<file path="src/rtl/hawk_tbl_wr_mngr_pkg.sv">
// hawk_tbl_wr_mngr_pkg: shared table geometry, write request packet and line merge/address helpers.
// The read-side decode and the write-back path both use these helpers, so slot placement stays identical.
package hawk_tbl_wr_mngr_pkg;
  localparam int unsigned AXI_DATA_W = 512;
  localparam int unsigned AXI_ADDR_W = 64;
  localparam int unsigned ATT_ENTRY_MAX = 1024;
  localparam int unsigned LST_ENTRY_MAX = 256;
  localparam int unsigned ATT_ID_W = $clog2(ATT_ENTRY_MAX);
  localparam int unsigned LST_ID_W = $clog2(LST_ENTRY_MAX);
  localparam logic [AXI_ADDR_W-1:0] HAWK_ATT_START = 64'h0000_0000_8000_0000;
  localparam logic [AXI_ADDR_W-1:0] HAWK_LIST_START = 64'h0000_0000_9000_0000;
  typedef logic [63:0] att_entry_t;
  typedef logic [127:0] lst_entry_t;
  typedef enum logic {TBL_ATT = 1'b0, TBL_TOL = 1'b1} tbl_type_e;
  typedef enum logic [1:0] {WR_IDLE, WR_SEND, WR_WAIT_B, WR_DONE} wr_state_e;
  typedef struct packed {
    tbl_type_e             typ;
    logic [ATT_ID_W-1:0]   att_id;
    logic [LST_ID_W-1:0]   lst_id;
    att_entry_t            att_entry;
    lst_entry_t            lst_entry;
  } tbl_wr_reqpkt_t;
  // Ids are 1-based; the decrement wraps inside the id width, so id 0 lands in the last slot of the last line.
  function automatic logic [AXI_ADDR_W-1:0] tbl_line_addr(input tbl_wr_reqpkt_t p);
    logic [ATT_ID_W-1:0] a;
    logic [LST_ID_W-1:0] l;
    a = p.att_id - ATT_ID_W'(1);
    l = p.lst_id - LST_ID_W'(1);
    return p.typ == TBL_ATT ? HAWK_ATT_START + (AXI_ADDR_W'(a >> 3) << 6)
                            : HAWK_LIST_START + (AXI_ADDR_W'(l >> 2) << 6);
  endfunction
  function automatic logic [AXI_DATA_W-1:0] merge_tbl_line(input logic [AXI_DATA_W-1:0] line,
                                                           input tbl_wr_reqpkt_t p);
    logic [AXI_DATA_W-1:0] m;
    logic [ATT_ID_W-1:0] a;
    logic [LST_ID_W-1:0] l;
    m = line;
    a = p.att_id - ATT_ID_W'(1);
    l = p.lst_id - LST_ID_W'(1);
    if (p.typ == TBL_ATT) m[{a[2:0], 6'b0} +: 64] = p.att_entry;
    else m[{l[1:0], 7'b0} +: 128] = p.lst_entry;
    return m;
  endfunction
endpackage

</file>
<file path="src/rtl/hawk_tbl_wr_mngr_axi_wr.sv">
// hawk_axi_wr_single: single-beat AXI4 write handshake engine with B-response timeout.
// start_i launches AW+W together; idle_o/done_o expose the FSM; err_o is a one-cycle error event
// (bad BRESP, unexpected BID or no B within B_TIMEOUT cycles). Payload is held by the parent.
module hawk_axi_wr_single
  import hawk_tbl_wr_mngr_pkg::*;
#(
  parameter int unsigned     ID_W      = 4,
  parameter logic [ID_W-1:0] AXI_ID    = ID_W'('h2),
  parameter int unsigned     B_TIMEOUT = 1024
) (
  input  logic            clk_i,
  input  logic            rst_i,
  input  logic            start_i,
  output logic            idle_o,
  output logic            done_o,
  output logic            err_o,
  output logic            awvalid_o,
  input  logic            awready_i,
  output logic            wvalid_o,
  input  logic            wready_i,
  input  logic [ID_W-1:0] bid_i,
  input  logic [1:0]      bresp_i,
  input  logic            bvalid_i,
  output logic            bready_o
);
  localparam int unsigned TW = $clog2(B_TIMEOUT + 1);
  wr_state_e state_q, state_d;
  logic aw_pend_q, aw_pend_d, w_pend_q, w_pend_d;
  logic [TW-1:0] timer_q, timer_d;
  always_comb begin
    state_d = state_q;
    aw_pend_d = aw_pend_q;
    w_pend_d = w_pend_q;
    timer_d = timer_q;
    err_o = 1'b0;
    case (state_q)
      WR_IDLE: if (start_i) begin
        state_d = WR_SEND;
        aw_pend_d = 1'b1;
        w_pend_d = 1'b1;
      end
      WR_SEND: begin
        aw_pend_d = aw_pend_q & ~awready_i;
        w_pend_d = w_pend_q & ~wready_i;
        timer_d = '0;
        if (!aw_pend_d && !w_pend_d) state_d = WR_WAIT_B;
      end
      WR_WAIT_B: begin
        timer_d = timer_q + TW'(1);
        if (bvalid_i) begin
          state_d = WR_DONE;
          err_o = bresp_i != 2'b00 || bid_i != AXI_ID;
        end else if (timer_q == TW'(B_TIMEOUT - 1)) begin
          state_d = WR_DONE;
          err_o = 1'b1;
        end
      end
      default: state_d = WR_IDLE;
    endcase
  end
  always_ff @(posedge clk_i) begin
    if (rst_i) begin
      state_q <= WR_IDLE;
      aw_pend_q <= 1'b0;
      w_pend_q <= 1'b0;
      timer_q <= '0;
    end else begin
      state_q <= state_d;
      aw_pend_q <= aw_pend_d;
      w_pend_q <= w_pend_d;
      timer_q <= timer_d;
    end
  end
  assign idle_o = state_q == WR_IDLE;
  assign done_o = state_q == WR_DONE;
  assign bready_o = state_q == WR_WAIT_B;
  assign awvalid_o = aw_pend_q;
  assign wvalid_o = w_pend_q;
endmodule

</file>
<file path="src/rtl/hawk_tbl_wr_mngr.sv">
// hawk_tbl_wr_mngr: merges one ATT/TOL entry into a 64B table line and writes it back over AXI4.
// Request side: req_vld_i/req_rdy_o with type, 1-based ids, original line and new entries.
// AXI side: single-beat AW/W/B master. done_o pulses once per write; err_o is sticky until reset.
module hawk_tbl_wr_mngr
  import hawk_tbl_wr_mngr_pkg::*;
#(
  parameter int unsigned     ID_W      = 4,
  parameter logic [ID_W-1:0] AXI_ID    = ID_W'('h2),
  parameter int unsigned     B_TIMEOUT = 1024
) (
  input  logic                    clk_i,
  input  logic                    rst_i,
  input  logic                    req_vld_i,
  output logic                    req_rdy_o,
  input  logic                    req_type_i,
  input  logic [ATT_ID_W-1:0]     att_id_i,
  input  logic [LST_ID_W-1:0]     lst_id_i,
  input  logic [AXI_DATA_W-1:0]   line_i,
  input  logic [63:0]             att_entry_i,
  input  logic [127:0]            lst_entry_i,
  output logic [ID_W-1:0]         awid_o,
  output logic [AXI_ADDR_W-1:0]   awaddr_o,
  output logic [7:0]              awlen_o,
  output logic [2:0]              awsize_o,
  output logic [1:0]              awburst_o,
  output logic                    awvalid_o,
  input  logic                    awready_i,
  output logic [AXI_DATA_W-1:0]   wdata_o,
  output logic [AXI_DATA_W/8-1:0] wstrb_o,
  output logic                    wlast_o,
  output logic                    wvalid_o,
  input  logic                    wready_i,
  input  logic [ID_W-1:0]         bid_i,
  input  logic [1:0]              bresp_i,
  input  logic                    bvalid_i,
  output logic                    bready_o,
  output logic                    done_o,
  output logic                    err_o
);
  tbl_wr_reqpkt_t pkt;
  logic accept, wr_idle, wr_err, err_q, err_d;
  logic [AXI_ADDR_W-1:0] addr_q, addr_d;
  logic [AXI_DATA_W-1:0] line_q, line_d;
  always_comb begin
    accept = req_vld_i & wr_idle;
    pkt = '{typ: tbl_type_e'(req_type_i), att_id: att_id_i, lst_id: lst_id_i,
            att_entry: att_entry_i, lst_entry: lst_entry_i};
    addr_d = accept ? tbl_line_addr(pkt) : addr_q;
    line_d = accept ? merge_tbl_line(line_i, pkt) : line_q;
    err_d = err_q | wr_err;
  end
  always_ff @(posedge clk_i) begin
    if (rst_i) begin
      addr_q <= '0;
      line_q <= '0;
      err_q <= 1'b0;
    end else begin
      addr_q <= addr_d;
      line_q <= line_d;
      err_q <= err_d;
    end
  end
  hawk_axi_wr_single #(.ID_W(ID_W), .AXI_ID(AXI_ID), .B_TIMEOUT(B_TIMEOUT)) u_wr (
    .clk_i     (clk_i),
    .rst_i     (rst_i),
    .start_i   (accept),
    .idle_o    (wr_idle),
    .done_o    (done_o),
    .err_o     (wr_err),
    .awvalid_o (awvalid_o),
    .awready_i (awready_i),
    .wvalid_o  (wvalid_o),
    .wready_i  (wready_i),
    .bid_i     (bid_i),
    .bresp_i   (bresp_i),
    .bvalid_i  (bvalid_i),
    .bready_o  (bready_o)
  );
  assign req_rdy_o = wr_idle;
  assign err_o = err_q;
  assign awid_o = AXI_ID;
  assign awaddr_o = addr_q;
  assign awlen_o = 8'd0;
  assign awsize_o = 3'd6;
  assign awburst_o = 2'b01;
  assign wdata_o = line_q;
  assign wstrb_o = '1;
  assign wlast_o = 1'b1;
endmodule
</file>
<file path="config.mk">
export PLATFORM = sky130hd
export DESIGN_NAME = hawk_tbl_wr_mngr
export DESIGN_NICKNAME = d
export VERILOG_FILES = /design/src/rtl/hawk_tbl_wr_mngr_pkg.sv /design/src/rtl/hawk_tbl_wr_mngr_axi_wr.sv /design/src/rtl/hawk_tbl_wr_mngr.sv
export SDC_FILE = /design/constraint.sdc
export NUM_CORES = 2
export LEC_CHECK = 0
export ABC_CLOCK_PERIOD_IN_PS = 2800
export BUFFER_PORTS_ARGS = -buffer_cell sky130_fd_sc_hd__buf_4
export CAP_MARGIN = 5
export CORE_AREA = 2 2 550 552
export DETAILED_ROUTE_END_ITERATION = 8
export DIE_AREA = 0 0 552 554
export HOLD_SLACK_MARGIN = 0.12
export MAX_ROUTING_LAYER = met4
export PLACE_DENSITY = 0.3
export SYNTH_ARGS = -nofsm -noshare
export SYNTH_HDL_FRONTEND = slang
export SYNTH_SLANG_ARGS = --single-unit
export TNS_END_PERCENT = 10
</file>
<file path="constraint.sdc">
create_clock -name clk_i -period 2.8 [get_ports clk_i]
set_input_delay 0.28 -clock clk_i [delete_from_list [all_inputs] [get_ports clk_i]]
set_output_delay 0.28 -clock clk_i [all_outputs]
set_load 0.02 [all_outputs]
</file>
After elaboration in Yosys (flattened, before gate mapping)
Cells that the tools add are included.

Input port bits: 735. Bits in registers: 592. Logic and storage cells: 58.

Multiplexer cells: 16. Reduce and logical (&&, ||, !) cells: 10. $add $sub $neg: 7. Equal/unequal tests: 8. Bitwise logic cells: 6. Shift-type cells: 4.

Operators with widths (count): bitwise mux 512 bit (2); 2-to-1 mux 512 bit (1); variable shift 128 x 11 -> 512 bit, first input constant (1); variable shift 64 x 11 -> 512 bit, first input constant (1); variable part select 128 x 11 -> 512 bit (1); variable part select 64 x 11 -> 512 bit (1); adder 32 x 12 -> 33 bit, first input constant (1); adder 32 x 13 -> 33 bit, first input constant (1); 2-to-1 mux 33 bit (1); negator 9 -> 11 bit (2); case mux 11 bit (2 select lines) (1); adder 11 x 1 -> 11 bit, second input constant (1); == test 11 x 10 -> 1 bit, second input constant (1); subtractor 10 x 1 -> 10 bit, second input constant (1); 2-to-1 mux 2 bit (4); subtractor 8 x 1 -> 8 bit, second input constant (1); case mux 2 bit (3 select lines) (1); nonzero test 2 bit (3); == test 2 bit, second input constant (2); 2-to-1 mux 1 bit (4); inequality test 4 x 2 -> 1 bit, second input constant (1); case mux 1 bit (2 select lines) (2); bitwise AND 1 bit (3); inequality test 3 x 2 -> 1 bit, second input constant (1); 11 further kinds (13).

Depth between registers and ports, before layout
Depth after elaboration: 6. Mapped depth: 13. Mapped depth without buffers: 9.

Modules after synthesis
From an unflattened synthesis, not the netlist that was laid out.

Cell total of the unflattened synthesis: 4459. Area, all modules: 34026.4 um^2.

Modules (own cells, without submodules): hawk_tbl_wr_mngr (area an instance 33183.1 um^2, instances 1, cells each 4364, seq. area each 10450.0 um^2); hawk_axi_wr_single (area an instance 843.3 um^2, instances 1, cells each 95, seq. area each 300.3 um^2).

Worst setup path after synthesis
Ideal clock, no wire load.

Kind: in2reg. Start point: input att_id_i[0]. End point: register line_q[56], in the netlist wdata_o[56]. Arrival: 2996 ps. Cell stages on the path: 12. Setup time: 74 ps. Slack: -270 ps. Cells stage by stage: buf_2 inv_1 ha_1 xor2_2 inv_2 ha_1 clkbuf_1 nor4b_1 clkbuf_1 buf_2 mux2_2 a31oi_1.

Longest elaborated chain between the ends: 5.

Ends and longest elaborated chain: start: declaration (line hawk_tbl_wr_mngr.sv:16) `input logic [ATT_ID_W-1:0] att_id_i,`; subtractor 10 x 1 -> 10 bit (*) (line hawk_tbl_wr_mngr_pkg.sv:38) `a = p.att_id - ATT_ID_W'(1);`; negator 9 -> 11 bit (*) (line hawk_tbl_wr_mngr_pkg.sv:40) `if (p.typ == TBL_ATT) m[{a[2:0], 6'b0} +: 64] = p.att_entry;`; variable part select 64 x 11 -> 512 bit / variable shift 64 x 11 -> 512 bit (equally long branches) (line hawk_tbl_wr_mngr_pkg.sv:40); bitwise mux 512 bit (*) (line hawk_tbl_wr_mngr_pkg.sv:40); 2-to-1 mux 512 bit (*) (line hawk_tbl_wr_mngr_pkg.sv:40); end signal: assignment (line hawk_tbl_wr_mngr.sv:59) `line_q <= line_d;`; end: declaration (line hawk_tbl_wr_mngr.sv:43) `logic [AXI_DATA_W-1:0] line_q, line_d;`.

Every way passes the cells marked *; elsewhere a longest branch is shown, timed or not. A chain may end at the register's enable or synchronous reset.

Final worst setup path
Start point: input lst_id_i[0]. End point: register line_q[296], in the netlist wdata_o[296].

Longest elaborated chain between the ends: 5.

Ends and longest elaborated chain: start: declaration (line hawk_tbl_wr_mngr.sv:17) `input logic [LST_ID_W-1:0] lst_id_i,`; subtractor 8 x 1 -> 8 bit (*) (line hawk_tbl_wr_mngr_pkg.sv:39) `l = p.lst_id - LST_ID_W'(1);`; negator 9 -> 11 bit (*) (line hawk_tbl_wr_mngr_pkg.sv:41) `else m[{l[1:0], 7'b0} +: 128] = p.lst_entry;`; variable part select 128 x 11 -> 512 bit / variable shift 128 x 11 -> 512 bit (equally long branches) (line hawk_tbl_wr_mngr_pkg.sv:41); bitwise mux 512 bit (*) (line hawk_tbl_wr_mngr_pkg.sv:41); 2-to-1 mux 512 bit (*) (line hawk_tbl_wr_mngr_pkg.sv:40).

Marked as above.

==> flow_summary.yaml <==
route:
  wl_met2_mm: 155
  vias: 47000
  wl_per_cell_um: 34.2
  drc: 0
  met1_length_mm: 146
  viasPerCell: 4.66
  drtIter0Drc: 4706
  drt-total-wl_mm: 345
  wl_met3_mm: 32.6
  dr.max_layer_used: "met4"
  dr.pass1.iters: 7
  antenna_left: 0
logic_synthesis:
  ys_seq_area_share_pct: 32.7
  synth_fa_ha_area_share_pct: 0.648
  synth-xor-area-share_pct: 0.370
  synth-seq-cells: 537
  muxShareOfSynthArea_pct: 2.14
  yosysWarnings: 0
  synth.distinct_cells: 61
  netlist_instances: 4087
  synthSimpleGateAreaFrac_pct: 15.4
  synth_compound_area_share_pct: 39.2
  ys.flop_type: "dfxtp_1"
  syn-cell-area_um2: 32800
  async_flop_share_pct: 0
  avgSynthCellArea_um2: 8.03
  synth_top_area_share_pct: 32.7
  yosysMostFrequentCell: "nand2_1"
  synth_top_family_by_area: "compound AO/OA/AOI/OAI gates"
  synth_area_leaders: "dfxtp_1 33%, nand2_1 7.9%, o221ai_1 6.4%"
  yosys.area.top_type: "dfxtp_1"
  synth_edf_count: 0
  yosys-top-cells-count: "692 x nand2_1, 537 x dfxtp_1, 486 x clkbuf_1, 368 x nand3_1"
placement:
  detailedPlace.worstSlack_ns: -0.0635
  place_congestion: 0.848
  place_area_um2: 47400
  place_inst: 8970
  io_buffers: 1261
  dpl.hpwl_mm: 252
timing:
  tightest_slew_ns: 1.19
  hold_viol: 0
  setup_violations: 1
  timing.hold.ws_ns: 0.263
  worst_slack_ns: -0.0138
  max_freq_mhz: 355
  fin_crit_ns: 2.81
  fin_crit_sh_pct: 100
  clock_skew_ns: 0.0414
  slew_viol_final: 0
  rsz0062_at_grt: "yes"
  slew_headroom_pct: 20.7
setup_path:
  r2r-end: "wdata_o[46]"
  crit_path_max_incr_delay_ns: 0.60
  startpoint: "lst_id_i[0]"
  start_kind: "input port"
  critPathMaxFanout: 51
  crit_top_cell: "dlygate4sd3_1"
  critical-path-top-delay-family: "buffers and inverters"
  critPathRequiredTime_ns: 3.53
  crit_buf_inv: 5
  rr_startpoint: "u_wr.state_q[0]"
  worstPathCellList: "buf_4, inv_1, ha_4, or3b_4, nor2_4, buf_12, a221oi_1, dlygate4sd3_1, o31ai_1, dlygate4sd3_1"
  critPathKind: "in2reg"
  crit_cells: 10
  r2r_cells: 9
  endpoint_kind: "register"
  r2r_setup_slack_ns: 0.09
  worstPathArrival_ns: 3.54
  crit_path_top_delay_cell: "dlygate4sd3_1"
  setup.worst_path.end: "wdata_o[296]"
clock_network:
  clk_pin_slew_ns: 0.06
  cts_tree: "built"
  cts_made_buffers: 89
  clock-sinks: 537
  clock_latency_ns: 0.80
  cts_root_buffer: "clkbuf_16"
  h-tree-depth: 3
  clock_path_buffers: 4
grt:
  grt_first_pass_wirelength_mm: 451
  grt_util_all_layers_pct: 22.0
  antenna_found_initial: 124
  grt_pass1_vias: 46200
  grt_max_degree: 130
  grt_remaining_overflow: 0
final_layout:
  finalInstanceArea_um2: 59400
  fin_nets: 6749
  seq_area_um2: 10800
  fillCellCount: 33500
  area_growth_pct: 80.8
  drive_above_1_share_pct: 27.6
  multiInputGateArea_um2: 19700
  stdcell_count: 10100
floorplan:
  die_area_um2: 306000
  fp.dieW_um: 552
  start_util_pct: 11.0
  coreArea_um2: 299000
  rows: 201
  die_h_um: 554
  pin_count: 1399
power_and_ir_drop:
  leakagePower_nw: 21.8
  finalPower_w: 0.0383
  ir_worst_vdd_mv: 0.400
  pwr_density_cell_nw_per_um2: 645
status:
  violations: "negative setup slack"
  status: "complete, but fails checks"
flow_run:
  cap_viol_max_count: 0
worst_hold_path:
  hold_class: "in2reg"
cell families after synthesis:
family          count (synthesis)
simple gates                 1162
buf+inv                       673
xor+xnor                       13
fa+ha+maj                      17
other cells                     2
compound gates               1619
mux                            64
flops                         537
routing by layer:
metal  global-route usage, %  vias up
li1                        -    19900
met1                    27.2    23900
met2                    34.3     2750
met3                    6.77      408
met4                    6.53        0
met5                       -        -
cells in the final DEF, fill, tap and decap left out, types with 11 or more instances in the layout:
cell type	instances
a211oi_1	15
a21boi_0	66
a21oi_1	30
a221oi_1	78
a22o_1	67
a22oi_1	239
a311oi_1	64
a31oi_1	221
a32oi_1	230
and3_1	26
buf_12	85
buf_4	1358
clkbuf_1	25
clkbuf_16	90
clkbuf_8	19
clkinv_2	13
conb_1	137
dfxtp_1	537
diode_2	68
dlygate4sd3_1	887
ha_1	11
inv_1	12
mux2_2	50
mux2i_1	14
nand2_1	689
nand3_1	366
nor2_1	11
nor3_1	15
o21ai_0	43
o221ai_1	239
o2bb2ai_1	239
o31ai_1	68
flip-flops by register name, indices dropped and copies added (netlist names):
signal,count
wdata_o,512
u_wr.timer_q,11
awaddr_o,9
u_wr.state_q,2
err_o,1
u_wr.awvalid_o,1
u_wr.wvalid_o,1
worst min-delay path by stage:
stage                       startpoint            to  slack (ns)  depth (start not counted)
after floorplan            line_i[100]  wdata_o[100]        0.42                          2
after global placement    wdata_o[263]  wdata_o[263]        0.44                          2
after detailed placement  wdata_o[317]  wdata_o[317]        0.44                          2
after CTS                  line_i[482]  wdata_o[482]        0.18                          4
after global routing       line_i[482]  wdata_o[482]        0.23                          4
final                      line_i[474]  wdata_o[474]        0.26                          4
final cells by class:
| class | instances | share of cell area [%] |
|---|---|---|
| multi-input cells | 3012 | 33.3 |
| well taps | 3958 | 8.34 |
| clock buffers | 133 | 4.35 |
| repair buffers | 2338 | 35.2 |
| diodes | 68 | 0.287 |
| inverters | 19 | 0.185 |
| flip-flops and latches | 537 | 18.1 |
| clock inverters | 19 | 0.266 |
report_power, final:
group	total, W	switching (W)	internal [W]	leakage (nW)
combinational	0.0167	0.0104	0.00631	16.0
clock	0.0113	0.00490	0.00642	1.35
sequential	0.0102	0.00115	0.00908	4.40
total	0.0383	0.0165	0.0218	21.8
through the flow:
step | TNS (ns) | utilization (%)
6_report | -0.0138 | 19.8
5_1_grt | -0.0479 | 19.8
4_1_cts | 0 | 19.7
3_5_place_dp | -1.73 | 15.8
3_3_place_gp | -2.87 | 15.8
2_1_floorplan | -1.45 | -
worst min-delay path: stages:
cell           delay [ns]
dlygate4sd3_1        0.52
buf_4                0.10
nand3_1              0.05
o221ai_1             0.07
what timing repair did:
action / 4_1_cts / 5_1_grt
gates resized for setup: 1 / 12
hold buffers: 888 / 0
endpoints found under the setup margin: 31 / 123
endpoints found under the hold margin: 528 / 0
buffers inserted: 0 / 5
pin swaps: 0 / 2
cloned: 0 / 1
No activity file was read; power rests on OpenSTA's default activity.
